`config.mk`:
```
export PLATFORM = sky130hd
export DESIGN_NAME = spi_xfer_scheduler_flat
export DESIGN_NICKNAME = d
export VERILOG_FILES = /design/src/rtl/spi_ctrl_pkg.sv /design/src/rtl/spi_xfer_scheduler_if.sv /design/src/rtl/spi_rr_arbiter.sv /design/src/rtl/spi_xfer_scheduler.sv /design/src/flat_wrapper.sv
export SDC_FILE = /design/constraint.sdc
export NUM_CORES = 1
export LEC_CHECK = 0
export CORE_MARGIN = 2
export CORE_UTILIZATION = 51
export CTS_CLUSTER_DIAMETER = 30
export DETAILED_ROUTE_END_ITERATION = 16
export PLACE_DENSITY = 0.89
export SKIP_CTS_REPAIR_TIMING = 1
export SLEW_MARGIN = 15
export SYNTH_ARGS = -nofsm -noshare
export SYNTH_HDL_FRONTEND = slang
export SYNTH_SLANG_ARGS = --single-unit
```
`constraint.sdc`:
```
create_clock -name sclk -period 3.9 [get_ports sclk]
set_clock_uncertainty 0.1 [all_clocks]
set_input_delay 0.975 -clock sclk [delete_from_list [all_inputs] [get_ports sclk]]
set_output_delay 0.975 -clock sclk [all_outputs]
set_load 0.005 [all_outputs]
```
`src/rtl/spi_ctrl_pkg.sv`:
```
// rtl/spi_ctrl_pkg.sv - shared types and codes for the SPI transfer scheduler
package spi_ctrl_pkg;

   typedef enum logic [2:0] {
      IDLE,
      SETUP,
      SHIFT,
      CAPTURE,
      GAP
   } state_t;

   localparam logic [1:0] CS_IDLE = 2'b00;

   localparam logic [1:0] RW_NONE = 2'b00;
   localparam logic [1:0] RW_WR   = 2'b01;
   localparam logic [1:0] RW_RD   = 2'b10;
   localparam logic [1:0] RW_RW   = 2'b11;

   localparam logic [1:0] MODE0 = 2'd0;
   localparam logic [1:0] MODE1 = 2'd1;
   localparam logic [1:0] MODE2 = 2'd2;
   localparam logic [1:0] MODE3 = 2'd3;

   // Index of the set bit in a 3-bit one-hot vector (0 when empty).
   function automatic logic [1:0] onehot_to_idx(input logic [2:0] oh);
      logic [1:0] idx;
      idx = 2'd0;
      if (oh[1]) idx = 2'd1;
      if (oh[2]) idx = 2'd2;
      return idx;
   endfunction

endpackage

```
`src/rtl/spi_xfer_scheduler_if.sv`:
```
// rtl/spi_xfer_scheduler_if.sv - requester and SPI-master side signals of the scheduler
interface spi_xfer_scheduler_if #(
   parameter int unsigned DATA_W = 8
);
   logic [2:0]          req;
   logic [5:0]          req_rw;
   logic [5:0]          req_mode;
   logic [3*DATA_W-1:0] req_wdata;
   logic [2:0]          grant;
   logic [2:0]          done;
   logic [DATA_W-1:0]   rdata;
   logic                busy;
   logic [1:0]          spi_cs;
   logic [1:0]          spi_mode;
   logic [1:0]          spi_rw;
   logic [DATA_W-1:0]   spi_tx_data;
   logic [DATA_W-1:0]   spi_rx_data;

   // Scheduler side
   modport slave (
      input  req, req_rw, req_mode, req_wdata, spi_rx_data,
      output grant, done, rdata, busy, spi_cs, spi_mode, spi_rw, spi_tx_data
   );

   // Requesters plus SPI master side
   modport master (
      output req, req_rw, req_mode, req_wdata, spi_rx_data,
      input  grant, done, rdata, busy, spi_cs, spi_mode, spi_rw, spi_tx_data
   );
endinterface

```
`src/rtl/spi_rr_arbiter.sv`:
```
// rtl/spi_rr_arbiter.sv - 3-way round-robin arbiter, search starts after the pointer
module spi_rr_arbiter (
   input  logic [2:0] req_i,
   input  logic [1:0] ptr_i,
   output logic [2:0] winner_o,
   output logic       valid_o
);

   // Walk the search order from farthest to nearest so the nearest requester after the pointer wins.
   always_comb begin
      logic [1:0] idx;
      idx      = 2'd0;
      winner_o = 3'b000;
      valid_o  = |req_i;
      for (int k = 3; k >= 1; k--) begin
         idx = 2'((int'(ptr_i) + k) % 3);
         if (req_i[idx]) begin
            winner_o = 3'b001 << idx;
         end
      end
   end

endmodule

```
`src/rtl/spi_xfer_scheduler.sv`:
```
// rtl/spi_xfer_scheduler.sv - shares one byte-wide SPI master between three requesters
module spi_xfer_scheduler
   import spi_ctrl_pkg::*;
#(
   parameter int unsigned DATA_W      = 8,
   parameter int unsigned XFER_CYCLES = 8,
   parameter int unsigned GAP_CYCLES  = 2
) (
   input logic                  sclk,
   input logic                  reset,
   spi_xfer_scheduler_if.slave  bus
);

   localparam int unsigned CNT_MAX = (XFER_CYCLES > GAP_CYCLES) ? XFER_CYCLES : GAP_CYCLES;
   localparam int unsigned CNT_W   = (CNT_MAX > 1) ? $clog2(CNT_MAX) : 1;
   localparam logic [CNT_W-1:0] XFER_LAST = CNT_W'(XFER_CYCLES - 1);
   localparam logic [CNT_W-1:0] GAP_LAST  = CNT_W'(GAP_CYCLES - 1);

   state_t              state_q, state_d;
   logic [CNT_W-1:0]    cnt_q, cnt_d;
   logic [1:0]          ptr_q, ptr_d;
   logic [1:0]          owner_q, owner_d;
   logic [2:0]          grant_q, grant_d;
   logic [2:0]          done_q, done_d;
   logic [DATA_W-1:0]   rdata_q, rdata_d;
   logic [1:0]          spi_cs_q, spi_cs_d;
   logic [1:0]          spi_mode_q, spi_mode_d;
   logic [1:0]          spi_rw_q, spi_rw_d;
   logic [DATA_W-1:0]   spi_tx_q, spi_tx_d;

   logic [2:0]          arb_winner;
   logic                arb_valid;
   logic [1:0]          win_idx;

   spi_rr_arbiter u_arb (
      .req_i    (bus.req),
      .ptr_i    (ptr_q),
      .winner_o (arb_winner),
      .valid_o  (arb_valid)
   );

   assign win_idx = onehot_to_idx(arb_winner);

   // Next state, payload latch on grant, and rdata capture on entry to CAPTURE so it is valid with done.
   always_comb begin
      state_d    = state_q;
      cnt_d      = cnt_q;
      ptr_d      = ptr_q;
      owner_d    = owner_q;
      grant_d    = grant_q;
      rdata_d    = rdata_q;
      spi_mode_d = spi_mode_q;
      spi_rw_d   = spi_rw_q;
      spi_tx_d   = spi_tx_q;

      unique case (state_q)
         IDLE: begin
            if (arb_valid) begin
               state_d    = SETUP;
               owner_d    = win_idx;
               grant_d    = arb_winner;
               spi_rw_d   = bus.req_rw[{win_idx, 1'b0} +: 2];
               spi_mode_d = bus.req_mode[{win_idx, 1'b0} +: 2];
               spi_tx_d   = bus.req_wdata[win_idx * DATA_W +: DATA_W];
            end
         end
         SETUP: begin
            ptr_d   = owner_q;
            state_d = (spi_rw_q == RW_NONE) ? CAPTURE : SHIFT;
         end
         SHIFT: begin
            if (cnt_q == XFER_LAST) begin
               cnt_d   = '0;
               state_d = CAPTURE;
            end else begin
               cnt_d = cnt_q + CNT_W'(1);
            end
         end
         CAPTURE: begin
            state_d = GAP;
            grant_d = 3'b000;
         end
         GAP: begin
            if (cnt_q == GAP_LAST) begin
               cnt_d   = '0;
               state_d = IDLE;
            end else begin
               cnt_d = cnt_q + CNT_W'(1);
            end
         end
         default: begin
            state_d = IDLE;
            cnt_d   = '0;
            grant_d = 3'b000;
         end
      endcase

      if ((state_d == CAPTURE) && (state_q != CAPTURE) && spi_rw_q[1]) begin
         rdata_d = bus.spi_rx_data;
      end
   end

   // CS and done are decoded from the next state so they come straight out of flops.
   always_comb begin
      spi_cs_d = CS_IDLE;
      done_d   = 3'b000;
      if (state_d == SHIFT)   spi_cs_d = owner_d + 2'd1;
      if (state_d == CAPTURE) done_d   = grant_d;
   end

   // State and output registers; reset drops CS immediately and abandons any byte in flight.
   always_ff @(posedge sclk or posedge reset) begin
      if (reset) begin
         state_q    <= IDLE;
         cnt_q      <= '0;
         ptr_q      <= 2'd2;
         owner_q    <= 2'd0;
         grant_q    <= 3'b000;
         done_q     <= 3'b000;
         rdata_q    <= '0;
         spi_cs_q   <= CS_IDLE;
         spi_mode_q <= 2'b00;
         spi_rw_q   <= RW_NONE;
         spi_tx_q   <= '0;
      end else begin
         state_q    <= state_d;
         cnt_q      <= cnt_d;
         ptr_q      <= ptr_d;
         owner_q    <= owner_d;
         grant_q    <= grant_d;
         done_q     <= done_d;
         rdata_q    <= rdata_d;
         spi_cs_q   <= spi_cs_d;
         spi_mode_q <= spi_mode_d;
         spi_rw_q   <= spi_rw_d;
         spi_tx_q   <= spi_tx_d;
      end
   end

   assign bus.grant       = grant_q;
   assign bus.done        = done_q;
   assign bus.rdata       = rdata_q;
   assign bus.busy        = (state_q != IDLE);
   assign bus.spi_cs      = spi_cs_q;
   assign bus.spi_mode    = spi_mode_q;
   assign bus.spi_rw      = spi_rw_q;
   assign bus.spi_tx_data = spi_tx_q;

endmodule

```
`src/flat_wrapper.sv`:
```
// flat-port wrapper written by rule: the top's interface ports become plain ports
module spi_xfer_scheduler_flat import spi_ctrl_pkg::*;
#(
   parameter int unsigned DATA_W      = 8,
   parameter int unsigned XFER_CYCLES = 8,
   parameter int unsigned GAP_CYCLES  = 2
)
  (sclk, reset, bus_req, bus_req_rw, bus_req_mode, bus_req_wdata, bus_spi_rx_data, bus_grant, bus_done, bus_rdata, bus_busy, bus_spi_cs, bus_spi_mode, bus_spi_rw, bus_spi_tx_data);
  spi_xfer_scheduler_if #(.DATA_W(DATA_W)) bus_i ();
  input logic sclk;
  input logic reset;
  input wire logic [$bits(bus_i.req)-1:0] bus_req;
  input wire logic [$bits(bus_i.req_rw)-1:0] bus_req_rw;
  input wire logic [$bits(bus_i.req_mode)-1:0] bus_req_mode;
  input wire logic [$bits(bus_i.req_wdata)-1:0] bus_req_wdata;
  input wire logic [$bits(bus_i.spi_rx_data)-1:0] bus_spi_rx_data;
  output wire logic [$bits(bus_i.grant)-1:0] bus_grant;
  output wire logic [$bits(bus_i.done)-1:0] bus_done;
  output wire logic [$bits(bus_i.rdata)-1:0] bus_rdata;
  output wire logic [$bits(bus_i.busy)-1:0] bus_busy;
  output wire logic [$bits(bus_i.spi_cs)-1:0] bus_spi_cs;
  output wire logic [$bits(bus_i.spi_mode)-1:0] bus_spi_mode;
  output wire logic [$bits(bus_i.spi_rw)-1:0] bus_spi_rw;
  output wire logic [$bits(bus_i.spi_tx_data)-1:0] bus_spi_tx_data;
  assign bus_i.req = bus_req;
  assign bus_i.req_rw = bus_req_rw;
  assign bus_i.req_mode = bus_req_mode;
  assign bus_i.req_wdata = bus_req_wdata;
  assign bus_i.spi_rx_data = bus_spi_rx_data;
  assign bus_grant = bus_i.grant;
  assign bus_done = bus_i.done;
  assign bus_rdata = bus_i.rdata;
  assign bus_busy = bus_i.busy;
  assign bus_spi_cs = bus_i.spi_cs;
  assign bus_spi_mode = bus_i.spi_mode;
  assign bus_spi_rw = bus_i.spi_rw;
  assign bus_spi_tx_data = bus_i.spi_tx_data;
  spi_xfer_scheduler #(.DATA_W(DATA_W), .XFER_CYCLES(XFER_CYCLES), .GAP_CYCLES(GAP_CYCLES)) u_core (.sclk(sclk), .reset(reset), .bus(bus_i));
endmodule
```
## Word-level counts from Yosys, hierarchy flattened

Cells that the tools add are included.

- Flip-flop bits (word level): 38
- Input bits: 49
- Output and inout bits: 29
- Logic and storage cells: 71

- $add $sub $neg: 5
- Div/mod/pow operators: 3
- Order comparisons: 3
- Equality and inequality tests: 9
- Shifts and indexed selects: 6
- Multiplexer cells: 25
- Reduce and logical (&&, ||, !) cells: 9

Operators by type and width:

| cell | count |
|---|---|
| remainder unit 32 x 3 -> 32 bit (second input constant) | 3 |
| two-way mux 3 bit | 10 |
| indexed part select 24 x 6 -> 8 bit | 1 |
| one-hot mux 3 bit (5 select lines) | 1 |
| equality test 3 x 2 -> 1 bit (second input constant) | 4 |
| indexed part select 6 x 4 -> 2 bit | 2 |
| < comparator 2 x 3 -> 1 bit (second input constant) | 3 |
| one-hot mux 3 bit (3 select lines) | 1 |
| OR reduction 3 bit | 3 |
| left shift 1 x 2 -> 3 bit (first input constant) | 3 |
| two-way mux 2 bit | 4 |
| adder 2 x 2 -> 3 bit (second input constant) | 2 |
| binary-select mux 1 bit (select 2 bit) | 3 |
| equality test 3 x 1 -> 1 bit (second input constant) | 2 |
| equality test 3 bit (second input constant) | 2 |
| one-hot mux 3 bit (2 select lines) | 1 |
| two-way mux 1 bit | 5 |
| adder 2 x 1 -> 3 bit (second input constant) | 1 |
| adder 3 x 1 -> 3 bit (second input constant) | 1 |
| logical NOT 3 bit | 1 |
| inequality test 3 x 2 -> 1 bit (second input constant) | 1 |
| nonzero test 3 bit | 1 |
| adder 2 x 1 -> 2 bit (second input constant) | 1 |
| logical AND 1 bit | 2 |
| other kinds (2) | 2 |

## Longest topological paths before layout

Gate-level depths: netlist of the first run.

- Depth after elaboration: 13
- Depth in mapped cells: 9
- Depth with buffers taken out: 7

## Modules after synthesis

From an unflattened synthesis of the first run, not the netlist that was laid out.

- Cells, all modules: 206
- Area, all modules: 2174.6 um2

By module, submodules not included:

| module | instances | cells an instance | area each (um2) | sequential area each (um2) |
|---|---|---|---|---|
| spi_xfer_scheduler | 1 | 172 | 1935.6 | 952.2 |
| spi_rr_arbiter | 1 | 34 | 239.0 | 0.0 |

## Worst setup path before layout of the first run

OpenSTA, ideal clock, no wires.

- Path kind: input port to flip-flop
- Start: input bus_req[0]
- End: register u_core.owner_q[1]
- Arrival time: 2.025 ns
- Required time: 3.681 ns
- Slack: 1.656 ns
- Stages on the path: 6
- Buffers on the path: 1
- Cell sequence: a21boi_0 -> a221oi_1 -> o211ai_1 -> nand3_1 -> buf_2 -> o21a_1

- Cells in the longest elaborated chain, start to end: 8
- Elaborated cells between the ends (all ways): 13

Ends and longest elaborated chain:

| what | line | text |
|---|---|---|
| start, declared | flat_wrapper.sv:12 | `input wire logic [$bits(bus_i.req)-1:0] bus_req;` |
| binary-select mux 1 bit (select 2 bit) | spi_rr_arbiter.sv:17 | `if (req_i[idx]) begin` |
| two-way mux 1 bit (not written as such) | spi_rr_arbiter.sv:17 |  |
| two-way mux 3 bit (3 in a row) | spi_rr_arbiter.sv:17 |  |
| two-way mux 2 bit | spi_ctrl_pkg.sv:29 | `if (oh[2]) idx = 2'd2;` |
| two-way mux 2 bit (*) | spi_xfer_scheduler.sv:58 | `if (arb_valid) begin` |
| two-way mux 2 bit (*) | spi_xfer_scheduler.sv:56 | `unique case (state_q)` |
| via u_core.owner_d[1] | spi_xfer_scheduler.sv:22 | `logic [1:0] owner_q, owner_d;` |
| end signal, assigned | spi_xfer_scheduler.sv:129 | `owner_q <= owner_d;` |
| end, declared | spi_xfer_scheduler.sv:22 |  |

Mark *: on every way through the listed nets, which the timed path passes. The rest lies on a longest branch. The select of a mux whose other input is x is not followed.
A chain may end at the register's enable or synchronous reset.

## Worst setup path in the final report of the first run

- Start: input bus_req[2]
- End: register u_core.spi_rw_q[1], in the netlist u_core.bus.spi_rw[1]

- Cells in the longest elaborated chain, start to end: 8
- Elaborated cells between the ends (all ways): 14

Ends and longest elaborated chain:

| what | line | text |
|---|---|---|
| binary-select mux 1 bit (select 2 bit) | spi_rr_arbiter.sv:17 |  |
| two-way mux 1 bit (not written as such) | spi_rr_arbiter.sv:17 |  |
| two-way mux 3 bit (3 in a row) | spi_rr_arbiter.sv:17 |  |
| two-way mux 1 bit | spi_ctrl_pkg.sv:28 | `if (oh[1]) idx = 2'd1;` |
| two-way mux 2 bit | spi_ctrl_pkg.sv:29 |  |
| indexed part select 6 x 4 -> 2 bit | spi_xfer_scheduler.sv:62 | `spi_rw_d = bus.req_rw[{win_idx, 1'b0} +: 2];` |
| end signal, assigned | spi_xfer_scheduler.sv:135 | `spi_rw_q <= spi_rw_d;` |
| end, declared | spi_xfer_scheduler.sv:28 | `logic [1:0] spi_rw_q, spi_rw_d;` |

Several ways; a longest one is shown, not always the timed one. The select of a mux whose other input is x is not followed.

==> results of run 1 <==
## metrics by stage
stage | setup WS (ns) | total power [uW]
2_1_floorplan | 1.66 | 1750
3_3_place_gp | 0.427 | 2220
3_5_place_dp | 0.303 | 2290
4_1_cts | 0.632 | 2690
5_1_grt | 0.405 | 2930
6_report | 0.575 | 2700
## tightest hold or removal path, delay by kind of cell (launching register included)
family        cells  cell delay (ns)
simple gates      2             0.12
flops             1             0.35
## final timing paths
kind / cells after the start / endpoint / slack (ns) / startpoint
min reg2reg: 2 / u_core.bus.grant[1] / 0.41 / u_core.bus.grant[1]
min: 2 / u_core.bus.grant[1] / 0.41 / u_core.bus.grant[1]
max: 5 / u_core.bus.spi_rw[1] / 0.57 / bus_req[2]
min in group asynchronous: 3 / u_core.bus.rdata[0] / 0.98 / reset
max reg2reg: 8 / u_core.bus.spi_rw[1] / 0.88 / u_core.ptr_q[0]
max in group asynchronous: 3 / u_core.ptr_q[1] / 2.36 / reset
## cell usage in the layout, fill, tap and decap left out, drive strengths merged, types with 2 or more instances in the layout
master,n
or2,3
clkdlybuf4s50,77
mux2,8
nand3b,2
dfrtp,37
nor2,8
buf,8
o21ai,45
mux2i,3
o211a,11
bufinv,2
nand2,60
inv,8
ha,8
o22ai,2
nor2b,2
clkbuf,5
nand3,3
o221ai,2
o2111ai,11
nor3,29
a21oi,26
nand2b,7
## logic make-up after synthesis
logic type,count (synthesis)
buffers and inverters,33
flip-flops,38
AO/OA/AOI/OAI,107
AND/OR/NAND/NOR,121
multiplexers,11
XOR/XNOR,1
adder cells (fa/ha/maj),9
## layout make-up
class                           count  area (sq um)  share of cell area
Inverter                            8          30.0             0.00854
Clock inverter                      3          68.8              0.0196
Multi-Input combinational cell    249          1480               0.421
Timing Repair Buffer               85           831               0.236
Tap cell                           67          83.8              0.0238
Sequential cell                    38           952               0.271
Clock buffer                        5          68.8              0.0196
## per-layer routing
layer,routed length [um],vias up,global-route usage
met1,2810,1196,0.328
li1,-,1287,-
met2,3460,130,0.450
met3,546,15,0.0455
met5,0,-,0
met4,121,0,0.0799
## sequential cells by signal, indices dropped and copies added (netlist names), 3 cells and up
| register | count |
|---|---|
| u_core.bus.spi_tx_data | 8 |
| u_core.state_q | 3 |
| u_core.bus.rdata | 8 |
| u_core.cnt_q | 3 |
| u_core.bus.done | 3 |
| u_core.bus.grant | 3 |
## cell usage after synthesis, types with 2 or more instances
library cell / number / share of area
nand2_1: 60 / 0.087
dfrtp_1: 37 / 0.36
o21ai_0: 34 / 0.066
nor3_1: 29 / 0.056
a21oi_1: 26 / 0.050
clkbuf_1: 14 / 0.020
o2111ai_1: 11 / 0.037
o211a_1: 11 / 0.043
o21ai_1: 11 / 0.021
buf_2: 8 / 0.016
ha_1: 8 / 0.039
inv_1: 8 / 0.012
mux2_2: 8 / 0.035
nand2b_1: 7 / 0.017
nor2_1: 7 / 0.010
mux2i_1: 3 / 0.012
nand3_1: 3 / 0.0058
buf_4: 2 / 0.0058
nand3b_1: 2 / 0.0058
nor2b_1: 2 / 0.0048
o221ai_1: 2 / 0.0068
o22ai_1: 2 / 0.0048
## power breakdown
group	total (uW)	leakage (uW)	switching [uW]	internal [uW]
combinational	1590	0.000913	875	719
sequential	711	0.000491	151	559
clock	397	0.0000683	141	256
==> flow_summary_export.csv, run 1 <==
group,metric,value,unit
status,status,"finished, final reports clean",
critical_path,start_kind,"input pin",
floorplan,core,4820,sq um
floorplan,die_w,75.2,um
critical_path,critPathBufInv,1,
sta,finalCritPeriodShare,0.853,
logic_synthesis,synth_area,2580,sq um
critical_path,crit_path_max_incr_delay,0.73,ns
sta,fin_tns_setup,0,ns
job,maxCapViolCount,0,
logic_synthesis,yosys_warnings,0,
critical_path,cp_max_fo,27,
power,p_leak,0.00147,uW
logic_synthesis,yosys_most_used_dff,"dfrtp_1",
layout,drive_gt1_frac,0.0747,
critical_path,cp-end-kind,"register",
layout,syn2layout_area_growth,36.1,%
floorplan,rows,25,
clock_network,cts_tree,"done",
global_route,grt_overflow,0,
sta,rsz0062_at_grt,"no",
logic_synthesis,synth-seq-cells,38,
logic_synthesis,synth_top_family_by_area,"compound AO/OA/AOI/OAI gates",
logic_synthesis,synth_cells,320,
clock_network,clockBufferDepth,2,
detailed_routing,wl,6940,um
detailed_routing,wl_per_cell,15.3,um
layout,layout.cells.non_filler,455,
logic_synthesis,synth_fp_nets,377,
sta,setup_viol,0,
detailed_routing,drt-initial-drc-count,215,
detailed_routing,antenna_left,0,
detailed_routing,vias,2628,
critical_path,path_class,"in -> reg",
sta,post-route-min-period,3.33,ns
placement,dp_hpwl,5190,um
global_route,antenna_found_initial,0,
critical_path,crit_family,"simple AND/OR/NAND/NOR gates",
floorplan,die-area,5650,sq um
placement,port_buffers,77,
power,power_per_cell_area,769,nW/um^2
logic_synthesis,synth_xor_xnor_area_share,0.00339,
power,peakVddDrop,0.451,mV
logic_synthesis,synthSimpleGateAreaFrac,0.220,
logic_synthesis,synth_compound_area_frac,0.261,
critical_path,crit_chain,"clkdlybuf4s50_1 -> nor3_1 -> nor2_2 -> nand3_1 -> o221ai_1",
layout,design_area,3520,sq um
clock_network,path_clk_slew,0.08,ns
clock_network,worstSkewPairLatency,0.29,ns
logic_synthesis,muxShareOfSynthArea,0.0465,
layout,fill_cells,386,
global_route,grt_pass1_wl,11300,um
logic_synthesis,async_flop_share,1.00,
logic_synthesis,post_synth_fa_ha_maj_area_fraction,0.0426,
layout,final_core_util,0.730,
critical_path,crit_required,4.00,ns
global_route,first_global_vias,2469,
hold_path,hp-class,"reg -> reg",
sta,holdWs,0.405,ns
placement,post_dp_cell_area,3380,sq um
clock_network,htree_levels,2,
floorplan,die_y,75.2,um
logic_synthesis,synth-edff-count,0,
logic_synthesis,seq_area_frac_synth,0.369,
detailed_routing,drt-pass1-iter-count,4,
global_route,track_usage,0.259,
detailed_routing,routed_via_density,5.78,
critical_path,slowest_stage,"nor2_2",
layout,diodes,0,
placement,gp_congestion,0.902,
clock_network,cts_root_buffer,"clkbuf_8",
clock_network,numClockSinks,38,
placement,dp_cells,447,
detailed_routing,drc,0,
sta,maxSlewViolCount,0,
clock_network,cts_made_buffers,5,
logic_synthesis,ys_types,47,
layout,layout.nets,444,
floorplan,io-pin-count,78,
sta,worst_pin_slew,0.946,ns
sta,max-slew-margin-rel,0.369,
floorplan,start_util,0.536,
global_route,grt_max_degree,39,
sta,fmax,0.301,GHz
critical_path,crit_arrival,3.43,ns
sta,hold_violations,0,
logic_synthesis,avgSynthCellArea,8.07,sq um
Power figures use the tool's default switching activity.
==> run 2: changes to the inputs <==
--- a/config.mk
+++ b/config.mk
@@ -10,7 +10,6 @@
 export CTS_CLUSTER_DIAMETER = 30
 export DETAILED_ROUTE_END_ITERATION = 16
 export PLACE_DENSITY = 0.89
-export SKIP_CTS_REPAIR_TIMING = 1
 export SLEW_MARGIN = 15
 export SYNTH_ARGS = -nofsm -noshare
 export SYNTH_HDL_FRONTEND = slang
==> results of run 2 <==
No change in the layout: final DEF, timing and power equal those of run 1.
